### src/rtl/fetch_sequencer.sv
// fetch_sequencer: program counter and instruction-fetch port control for the
// RV32IM core. The next PC comes from one of four sources: sequential (PC+4),
// an execute-stage redirect, the trap vector, or hold (stall). Only one fetch
// request is outstanding at a time.
//
// Optional feature macro: MISALIGN_TRAP_EN
//   defined   : a redirect target with bits [1:0] != 0 is handled as a trap
//               and Misalign_Err pulses for one cycle.
//   undefined : bits [1:0] of the redirect target are forced to zero and
//               Misalign_Err is always 0.
//
// Ports:
//   Clk_Core, Rst_Core_N       clock, synchronous active-low reset
//   Stall                      decode hazard, hold current fetch result
//   Redirect_Valid/_Target     taken branch/jump from execute
//   Trap_Valid                 trap request, jump to TRAP_VECTOR
//   Imem_Req/Imem_Addr/Imem_Ack instruction memory fetch port
//   Fetch_Valid/Fetch_PC       IF/ID register contents
//   Flush                      one-cycle IF/ID clear pulse
//   Misalign_Err               one-cycle misaligned-redirect pulse
//   Dbg_State                  current FSM state (IDLE/FETCH/HOLD/DRAIN)
//
// Handshake: a fetch is outstanding while Imem_Req=1; the memory completes it
// by asserting Imem_Ack for one cycle. Imem_Ack is ignored while Imem_Req=0.
// The address stays stable until the ack.
module fetch_sequencer #(
  parameter int                 DWIDTH       = 32,
  parameter logic [DWIDTH-1:0]  RESET_VECTOR = DWIDTH'(32'h0000_0000),
  parameter logic [DWIDTH-1:0]  TRAP_VECTOR  = DWIDTH'(32'h0000_0004)
) (
  input  logic              Clk_Core,
  input  logic              Rst_Core_N,
  input  logic              Stall,
  input  logic              Redirect_Valid,
  input  logic [DWIDTH-1:0] Redirect_Target,
  input  logic              Trap_Valid,
  output logic              Imem_Req,
  output logic [DWIDTH-1:0] Imem_Addr,
  input  logic              Imem_Ack,
  output logic              Fetch_Valid,
  output logic [DWIDTH-1:0] Fetch_PC,
  output logic              Flush,
  output logic              Misalign_Err,
  output logic [1:0]        Dbg_State
);

  localparam logic [1:0] ST_IDLE  = 2'd0;
  localparam logic [1:0] ST_FETCH = 2'd1;
  localparam logic [1:0] ST_HOLD  = 2'd2;
  localparam logic [1:0] ST_DRAIN = 2'd3;

  localparam logic [DWIDTH-1:0] PC_STEP = DWIDTH'(32'd4);

  logic [1:0]        state_q, state_d;
  logic [DWIDTH-1:0] pc_q, pc_d;
  logic [DWIDTH-1:0] drain_addr_q, drain_addr_d;
  logic [DWIDTH-1:0] fetch_pc_q, fetch_pc_d;
  logic              fetch_valid_q, fetch_valid_d;
  logic              req_q, req_d;
  logic              flush_q, flush_d;
  logic              misalign_q, misalign_d;

  logic              ack;
  logic              misaligned;
  logic              take_trap;
  logic [DWIDTH-1:0] redir_tgt;

  assign ack = Imem_Ack & req_q;

`ifdef MISALIGN_TRAP_EN
  assign misaligned = Redirect_Valid && (Redirect_Target[1:0] != 2'b00);
  assign redir_tgt  = Redirect_Target;
`else
  assign misaligned = 1'b0;
  assign redir_tgt  = Redirect_Target & ~DWIDTH'(32'd3);
`endif

  // A misaligned redirect is folded into the trap path.
  assign take_trap = Trap_Valid | misaligned;

  always_comb begin
    state_d       = state_q;
    pc_d          = pc_q;
    drain_addr_d  = drain_addr_q;
    fetch_pc_d    = fetch_pc_q;
    fetch_valid_d = fetch_valid_q;
    flush_d       = 1'b0;
    misalign_d    = 1'b0;

    case (state_q)
      ST_IDLE: state_d = ST_FETCH;
      ST_FETCH: begin
        if (ack) begin
          fetch_pc_d    = pc_q;
          fetch_valid_d = 1'b1;
          if (Stall) state_d = ST_HOLD;
          else       pc_d    = pc_q + PC_STEP;
        end else if (!(Stall && fetch_valid_q)) begin
          fetch_valid_d = 1'b0;
        end
      end
      ST_HOLD: begin
        if (!Stall) begin
          pc_d    = pc_q + PC_STEP;
          state_d = ST_FETCH;
        end
      end
      ST_DRAIN: begin
        // Wrong-path data is dropped; Fetch_Valid was cleared on entry.
        if (ack) state_d = ST_FETCH;
      end
      default: state_d = ST_IDLE;
    endcase

    // Control-flow change overrides everything above, including Stall.
    if (state_q != ST_IDLE && (take_trap || Redirect_Valid)) begin
      pc_d          = take_trap ? TRAP_VECTOR : redir_tgt;
      flush_d       = 1'b1;
      misalign_d    = misaligned && !Trap_Valid;
      fetch_valid_d = 1'b0;
      fetch_pc_d    = fetch_pc_q;
      if (state_q == ST_FETCH && !ack) begin
        // Old request still in flight: keep its address on the bus.
        state_d      = ST_DRAIN;
        drain_addr_d = pc_q;
      end else if (state_q == ST_DRAIN && !ack) begin
        state_d = ST_DRAIN;
      end else begin
        state_d = ST_FETCH;
      end
    end

    req_d = (state_d == ST_FETCH) || (state_d == ST_DRAIN);
  end

  always_ff @(posedge Clk_Core) begin
    if (!Rst_Core_N) begin
      state_q       <= ST_IDLE;
      pc_q          <= RESET_VECTOR;
      drain_addr_q  <= RESET_VECTOR;
      fetch_pc_q    <= RESET_VECTOR;
      fetch_valid_q <= 1'b0;
      req_q         <= 1'b0;
      flush_q       <= 1'b0;
      misalign_q    <= 1'b0;
    end else begin
      state_q       <= state_d;
      pc_q          <= pc_d;
      drain_addr_q  <= drain_addr_d;
      fetch_pc_q    <= fetch_pc_d;
      fetch_valid_q <= fetch_valid_d;
      req_q         <= req_d;
      flush_q       <= flush_d;
      misalign_q    <= misalign_d;
    end
  end

  assign Imem_Req     = req_q;
  assign Imem_Addr    = (state_q == ST_DRAIN) ? drain_addr_q : pc_q;
  assign Fetch_Valid  = fetch_valid_q;
  assign Fetch_PC     = fetch_pc_q;
  assign Flush        = flush_q;
  assign Misalign_Err = misalign_q;
  assign Dbg_State    = state_q;

endmodule
### config.mk
export PLATFORM = sky130hd
export DESIGN_NAME = fetch_sequencer
export DESIGN_NICKNAME = d
export VERILOG_FILES = /design/src/rtl/fetch_sequencer.sv
export SDC_FILE = /design/constraint.sdc
export NUM_CORES = 1
export LEC_CHECK = 0
export ABC_AREA = 1
export BUFFER_PORTS_ARGS = -buffer_cell sky130_fd_sc_hd__buf_2
export CAP_MARGIN = 30
export CORE_MARGIN = 2
export CORE_UTILIZATION = 58
export DETAILED_ROUTE_END_ITERATION = 16
export HOLD_SLACK_MARGIN = 0.05
export PLACE_DENSITY = 0.92
export SLEW_MARGIN = 15
export SYNTH_ARGS = -nofsm -noshare
export SYNTH_HDL_FRONTEND = slang
export SYNTH_SLANG_ARGS = --single-unit
### constraint.sdc
create_clock -name Clk_Core -period 3.4 [get_ports Clk_Core]
set_input_delay 0.34 -clock Clk_Core [delete_from_list [all_inputs] [get_ports Clk_Core]]
set_output_delay 0.34 -clock Clk_Core [all_outputs]
set_load 0.005 [all_outputs]
== Word level (Yosys, flattened, before mapping) ==
Cells that the tools add are included.

* Flip-flop bits (word level): 101
* Latch bits: 0
* RAM bits: 0
* Bits in read-only memories: 0
* Bits of input ports: 38
* Output and inout port bits: 70
* Memories: 0

* $add $sub $neg: 1
* Multiply operators: 0
* Div/mod/pow operators: 0
* Magnitude comparators: 0
* Eq/ne operators: 7
* Shift operators: 0
* Mux-type cells: 17
* Bitwise logic cells: 3
* Reductions and logical operators: 15

{| class="wikitable"
|+ Operators by type and width
! operator !! count
|-
| 32-bit two-way mux || 5
|-
| 32-bit one-hot mux with 2 select lines || 1
|-
| 32-bit by 3-bit adder with 32-bit output, second input constant || 1
|-
| 2-bit two-way mux || 7
|-
| 2-bit one-hot mux with 4 select lines || 1
|-
| 2-bit == test, second input constant || 3
|-
| 2-bit AND reduction || 3
|-
| 2-bit by 1-bit == test with 1-bit output, second input constant || 2
|-
| 1-bit logical AND || 4
|-
| 1-bit two-way mux || 3
|-
| 3-bit inequality test, second input constant || 1
|-
| 3-bit AND reduction || 1
|-
| 3-bit nonzero test || 1
|-
| 2-bit zero test || 1
|-
| 1-bit logical OR || 2
|-
| 2-bit inequality test, second input constant || 1
|-
| 1-bit NOT || 2
|-
| 2-bit nonzero test || 1
|-
| 2-bit OR reduction || 1
|-
| 1-bit bitwise AND || 1
|-
| 1-bit zero test || 1
|}

== Depth between registers and ports, before layout ==
* Depth after elaboration: 8
* Gate-level depth with buffers: 10
* Depth with buffers taken out: 10

== Worst setup path before layout ==
OpenSTA, ideal clock, no wires.

* Path kind: reg2out
* Start: reg state_q[1], in the netlist Dbg_State[1]
* End: out Imem_Addr[14]
* Arrival: 1155 ps
* Slack: 1905 ps
* Cell stages (with the launch flop): 6
* Buffers on the path: 2
* Path through: dfxtp_1 -> nand2_2 -> inv_2 -> buf_2 -> clkbuf_1 -> o21ai_0

* Longest elaborated chain between the ends: 2

{| class="wikitable"
|+ RTL lines
! what !! line !! text
|-
| start, declared || 54 || <nowiki>logic [1:0] state_q, state_d;</nowiki>
|-
| start signal, assigned || 147 || <nowiki>state_q <= state_d;</nowiki>
|-
| 2-bit == test || 159 || <nowiki>assign Imem_Addr = (state_q == ST_DRAIN) ? drain_addr_q : pc_q;</nowiki>
|-
| 32-bit two-way mux || 159 ||
|-
| end, declared || 38 || <nowiki>output logic [DWIDTH-1:0] Imem_Addr,</nowiki>
|}

Every way passes these cells.

== Worst setup path after layout ==
* Start: reg state_q[0], in the netlist Dbg_State[0]
* End: reg pc_q[9]

* Longest elaborated chain between the ends: 4
* Elaborated cells between the ends (all ways): 9

{| class="wikitable"
|+ RTL lines
! what !! line !! text
|-
| 2-bit nonzero test || 116 || <nowiki>if (state_q != ST_IDLE && (take_trap || Redirect_Valid)) begin</nowiki>
|-
| 1-bit logical AND || 116 ||
|-
| 3-bit inequality test (no line) or 3-bit nonzero test (tied branches) || - ||
|-
| 2-bit AND reduction (no line) || - ||
|-
| end signal, assigned || 148 || <nowiki>pc_q <= pc_d;</nowiki>
|-
| end, declared || 55 || <nowiki>logic [DWIDTH-1:0] pc_q, pc_d;</nowiki>
|}

Parallel ways exist; a longest one is shown, timed or not.
A chain may end at the register's enable or synchronous reset.

==> results.txt <==
----------------------------------------------------
[Power and ir drop]
  Int Power ... 1760 uW
  Switching part of the total power ... 29.3%
  Logic pwr share ... 16.0%
  Power spent charging and discharging nets ... 729 uW
  Static power due to leakage ... 0.00229 uW
  Peak supply drop ... 0.275 mV
  Proportion of power drawn by flip-flops and latches ... 51.1%
  Power per cell area ... 460 nW/um^2
  Clock group share of total power ... 32.9%

[Place]
  Setup WS pre-CTS ... 1.17 ns
  Port Buffers ... 100
  Final HPWL from detailed placement ... 8960 um
  Routability Congestion ... 0.931

[STA]
  Final Slew Violations ... 0
  Rel. slew slack ... 57.7%
  Hold violation total from the final report ... 0
  Worst clock skew on the final layout ... 0.00627 ns
  Setup-violating endpoint count in the final report ... 0
  Min cycle time layout ... 2.28 ns
  Final sum of negative setup slack ... 0 ns
  Period utilisation layout ... 67.2%
  Transition time at the pin with the least slew margin ... 0.633 ns
  Setup WS post-layout ... 1.12 ns
  Maximum frequency from static timing analysis ... 0.438 GHz
  Unrepaired setup endpoints after global routing ... false

[Clock network]
  Count of hold buffers inserted by post-cts repair ... 0
  Sinks on Clock Net ... 95
  CTS tree ... done
  Post-CTS Repair Setup Buffers ... 0
  Maximum level of the CTS H-tree ... 3
  Master cell of the clock root buffer ... sky130_fd_sc_hd__clkbuf_8
  Maximum count of clock buffers along a single path ... 2
  Num CTS Buffers ... 9
  Resized cells post-CTS ... 0
  Clock transition at path regs ... 0.09 ns
  Clock latency on the worst-skew pair ... 0.36 ns

[Outcome]
  Outcome ... finished clean

[Detailed routing]
  Final Routed Wirelength ... 13,100 um
  Antenna Nets Post-Route ... 0
  Final routed wire length divided by cell count ... 14.7 um
  DRC violation count after routing ... 0
  Via-per-instance ratio ... 5.70
  Starting DRC count in detailed routing ... 441
  Number of vias in the routed layout ... 5,066
  First drt pass iteration count ... 5

[Synth]
  Share of the synthesized netlist area taken by xor and xnor gates ... 0.561%
  Largest family of logic cells by synthesized area ... simple AND/OR/NAND/NOR gates
  Avg Cell Area, Syn ... 6.66 um^2
  Flop and latch count out of synthesis ... 95
  Fraction of synthesized area in multiplexers ... 0%
  Synthesized area ... 4690 um^2
  Number of instances in the synthesized netlist ... 704
  Share of synthesized cell area in full adder, half adder and majority cells ... 0.267%
  Number of unique standard cell types used by synthesis ... 31
  Fraction of the mapped netlist area in compound gates ... 22.1%
  Simple-gate share of the synthesized area ... 27.4%
  Sequential element share of the synthesized area ... 40.6%
  YS warnings ... 0

[Floorplan]
  Area of the die ... 8820 um^2
  Number of top-level pins ... 108
  Vertical die dimension ... 93.9 um
  Total core area ... 7770 um^2
  Site Rows ... 32
  Die width ... 93.9 um
  Starting Density ... 60.3%

[Cells and area]
  Share of final-layout standard cells stronger than drive strength 1 ... 18.4%
  Diode insertion count for antenna repair ... 0
  Layout Area Growth over Synthesis ... 15.6%
  Total of fill cells in the finished design ... 650
  Final net count ... 821

[Critical path]
  Data arrival, critical path ... 2.54 ns
  Crit end category ... flop
  Worst Path Class, Setup ... reg -> reg
  Crit Path Max Fanout ... 35
  Kind of launch point of the worst setup path ... flop
  Data required time at the worst endpoint ... 3.66 ns

[Global routing]
  Overall Global Routing Usage ... 30.3%
  Largest net degree at the start of global routing ... 60
  Number of antenna violations at the first check in global routing ... 0
  Vias in the first global route ... 4,522
  Wire length of the first global-routing pass ... 21,400 um
  Total congestion overflow ... 0

[Worst hold path]
  Type of the worst min-delay path ... in -> reg

[Run]
  Count of maximum capacitance violations ... 0

----------------------------------------------------
[power groups by stage]
stage | Clock [uW] | Combinational [uW] | Sequential (uW)
2_1_floorplan | 0 | 273 | 1270
3_3_place_gp | 0 | 376 | 1290
3_5_place_dp | 0 | 390 | 1290
4_1_cts | 825 | 393 | 1270
5_1_grt | 864 | 448 | 1280
6_report | 820 | 399 | 1270
[cell usage after synthesis]
| cell type | number | share of area, % |
|---|---|---|
| sky130_fd_sc_hd__nand2_1 | 167 | 13 |
| sky130_fd_sc_hd__a21oi_1 | 102 | 11 |
| sky130_fd_sc_hd__dfxtp_1 | 95 | 41 |
| sky130_fd_sc_hd__o21ai_0 | 89 | 9.5 |
| sky130_fd_sc_hd__nand3_1 | 74 | 7.9 |
| sky130_fd_sc_hd__inv_1 | 49 | 3.9 |
| sky130_fd_sc_hd__nor2_1 | 41 | 3.3 |
| sky130_fd_sc_hd__clkbuf_1 | 22 | 1.8 |
| sky130_fd_sc_hd__buf_2 | 18 | 1.9 |
| sky130_fd_sc_hd__buf_4 | 5 | 0.80 |
| sky130_fd_sc_hd__nor2_2 | 5 | 0.67 |
| sky130_fd_sc_hd__nor3_1 | 5 | 0.53 |
| sky130_fd_sc_hd__inv_2 | 4 | 0.32 |
| sky130_fd_sc_hd__a22oi_1 | 3 | 0.48 |
| sky130_fd_sc_hd__nand2_2 | 3 | 0.40 |
| sky130_fd_sc_hd__nand4_1 | 3 | 0.40 |
| sky130_fd_sc_hd__xor2_1 | 3 | 0.56 |
| sky130_fd_sc_hd__nor2_4 | 2 | 0.48 |
| sky130_fd_sc_hd__o211ai_1 | 2 | 0.32 |
| sky130_fd_sc_hd__a21boi_0 | 1 | 0.16 |
| sky130_fd_sc_hd__a31oi_1 | 1 | 0.13 |
| sky130_fd_sc_hd__and2_1 | 1 | 0.13 |
| sky130_fd_sc_hd__buf_1 | 1 | 0.080 |
| sky130_fd_sc_hd__buf_6 | 1 | 0.24 |
| sky130_fd_sc_hd__conb_1 | 1 | 0.080 |
| sky130_fd_sc_hd__ha_1 | 1 | 0.27 |
| sky130_fd_sc_hd__nor3_2 | 1 | 0.21 |
| sky130_fd_sc_hd__o21ai_1 | 1 | 0.11 |
| sky130_fd_sc_hd__o21ai_2 | 1 | 0.19 |
| sky130_fd_sc_hd__o22ai_1 | 1 | 0.13 |
| sky130_fd_sc_hd__o31ai_1 | 1 | 0.16 |
[sequential cells by signal (all words and copies together) (netlist names)]
signal / count
Fetch_Valid: 1
Fetch_PC: 30
pc_q: 30
Dbg_State: 2
drain_addr_q: 30
Flush: 1
Imem_Req: 1
[cell type report]
type	count	area [um^2]	share of cell area [%]
multi-input combinational	513	2390	44.0
sequential	95	1900	35.1
timing repair buffer	110	583	10.8
inverter	53	199	3.67
clock buffer	10	138	2.54
tap	102	128	2.36
clock inverter	6	83.8	1.55
[placed cells by master (no fill, tap or decap), types with 5 or more instances in the layout]
cell,n
sky130_fd_sc_hd__dfxtp_1,95
sky130_fd_sc_hd__nor2_2,7
sky130_fd_sc_hd__conb_1,5
sky130_fd_sc_hd__buf_4,9
sky130_fd_sc_hd__clkbuf_8,10
sky130_fd_sc_hd__o21ai_0,89
sky130_fd_sc_hd__nor2_1,39
sky130_fd_sc_hd__buf_2,100
sky130_fd_sc_hd__a21oi_1,102
sky130_fd_sc_hd__inv_1,49
sky130_fd_sc_hd__nand2_1,167
sky130_fd_sc_hd__nand3_1,74
[cell families after synthesis]
kind of cell | after synthesis
AOI/OAI and AO/OA | 202
xor gates and xnor gates | 3
adders and majority gates | 1
buffers and inverters | 100
DFF | 95
other | 1
and+or+nand+nor | 302
[per-stage QoR]
step	area (um^2)	hold slack [ns]	cells	total power [uW]	utilization, %
2_1_floorplan	4700	0.457	708	1540	-
3_3_place_gp	5180	0.447	872	1660	66.7
3_5_place_dp	5180	0.450	872	1680	66.7
4_1_cts	5400	0.241	888	2490	69.6
5_1_grt	5420	0.250	889	2590	69.8
6_report	5420	0.250	889	2490	69.8
[critical path: stages, from the launching register on]
cell and delay [ns]:
sky130_fd_sc_hd__dfxtp_1 0.38, sky130_fd_sc_hd__inv_2 0.12, sky130_fd_sc_hd__nand2_1 0.05, sky130_fd_sc_hd__nand2_1 0.06
sky130_fd_sc_hd__buf_4 0.33, sky130_fd_sc_hd__nand2_2 0.46, sky130_fd_sc_hd__inv_2 0.48, sky130_fd_sc_hd__a21oi_1 0.08
sky130_fd_sc_hd__o21ai_1 0.15, sky130_fd_sc_hd__inv_1 0.05
[final timing paths]
| path | startpoint | end | slack [ns] | cells after the start |
|---|---|---|---|---|
| worst max-delay path | Dbg_State[0] | pc_q[9] | 1.12 | 9 |
| worst min-delay path | Redirect_Target[4] | pc_q[4] | 0.25 | 3 |
| worst min register to register | Fetch_PC[28] | Fetch_PC[28] | 0.46 | 2 |
| worst max register to register | Dbg_State[0] | pc_q[9] | 1.12 | 9 |
[per-layer routing]
layer / GRT usage [%] / share of wire [%]
met4: 12.1 / 2.4
met5: 0 / 0
met1: 40.6 / 42
met3: 4.01 / 7.9
met2: 49.5 / 48
No activity file was read; power rests on OpenSTA's default activity.
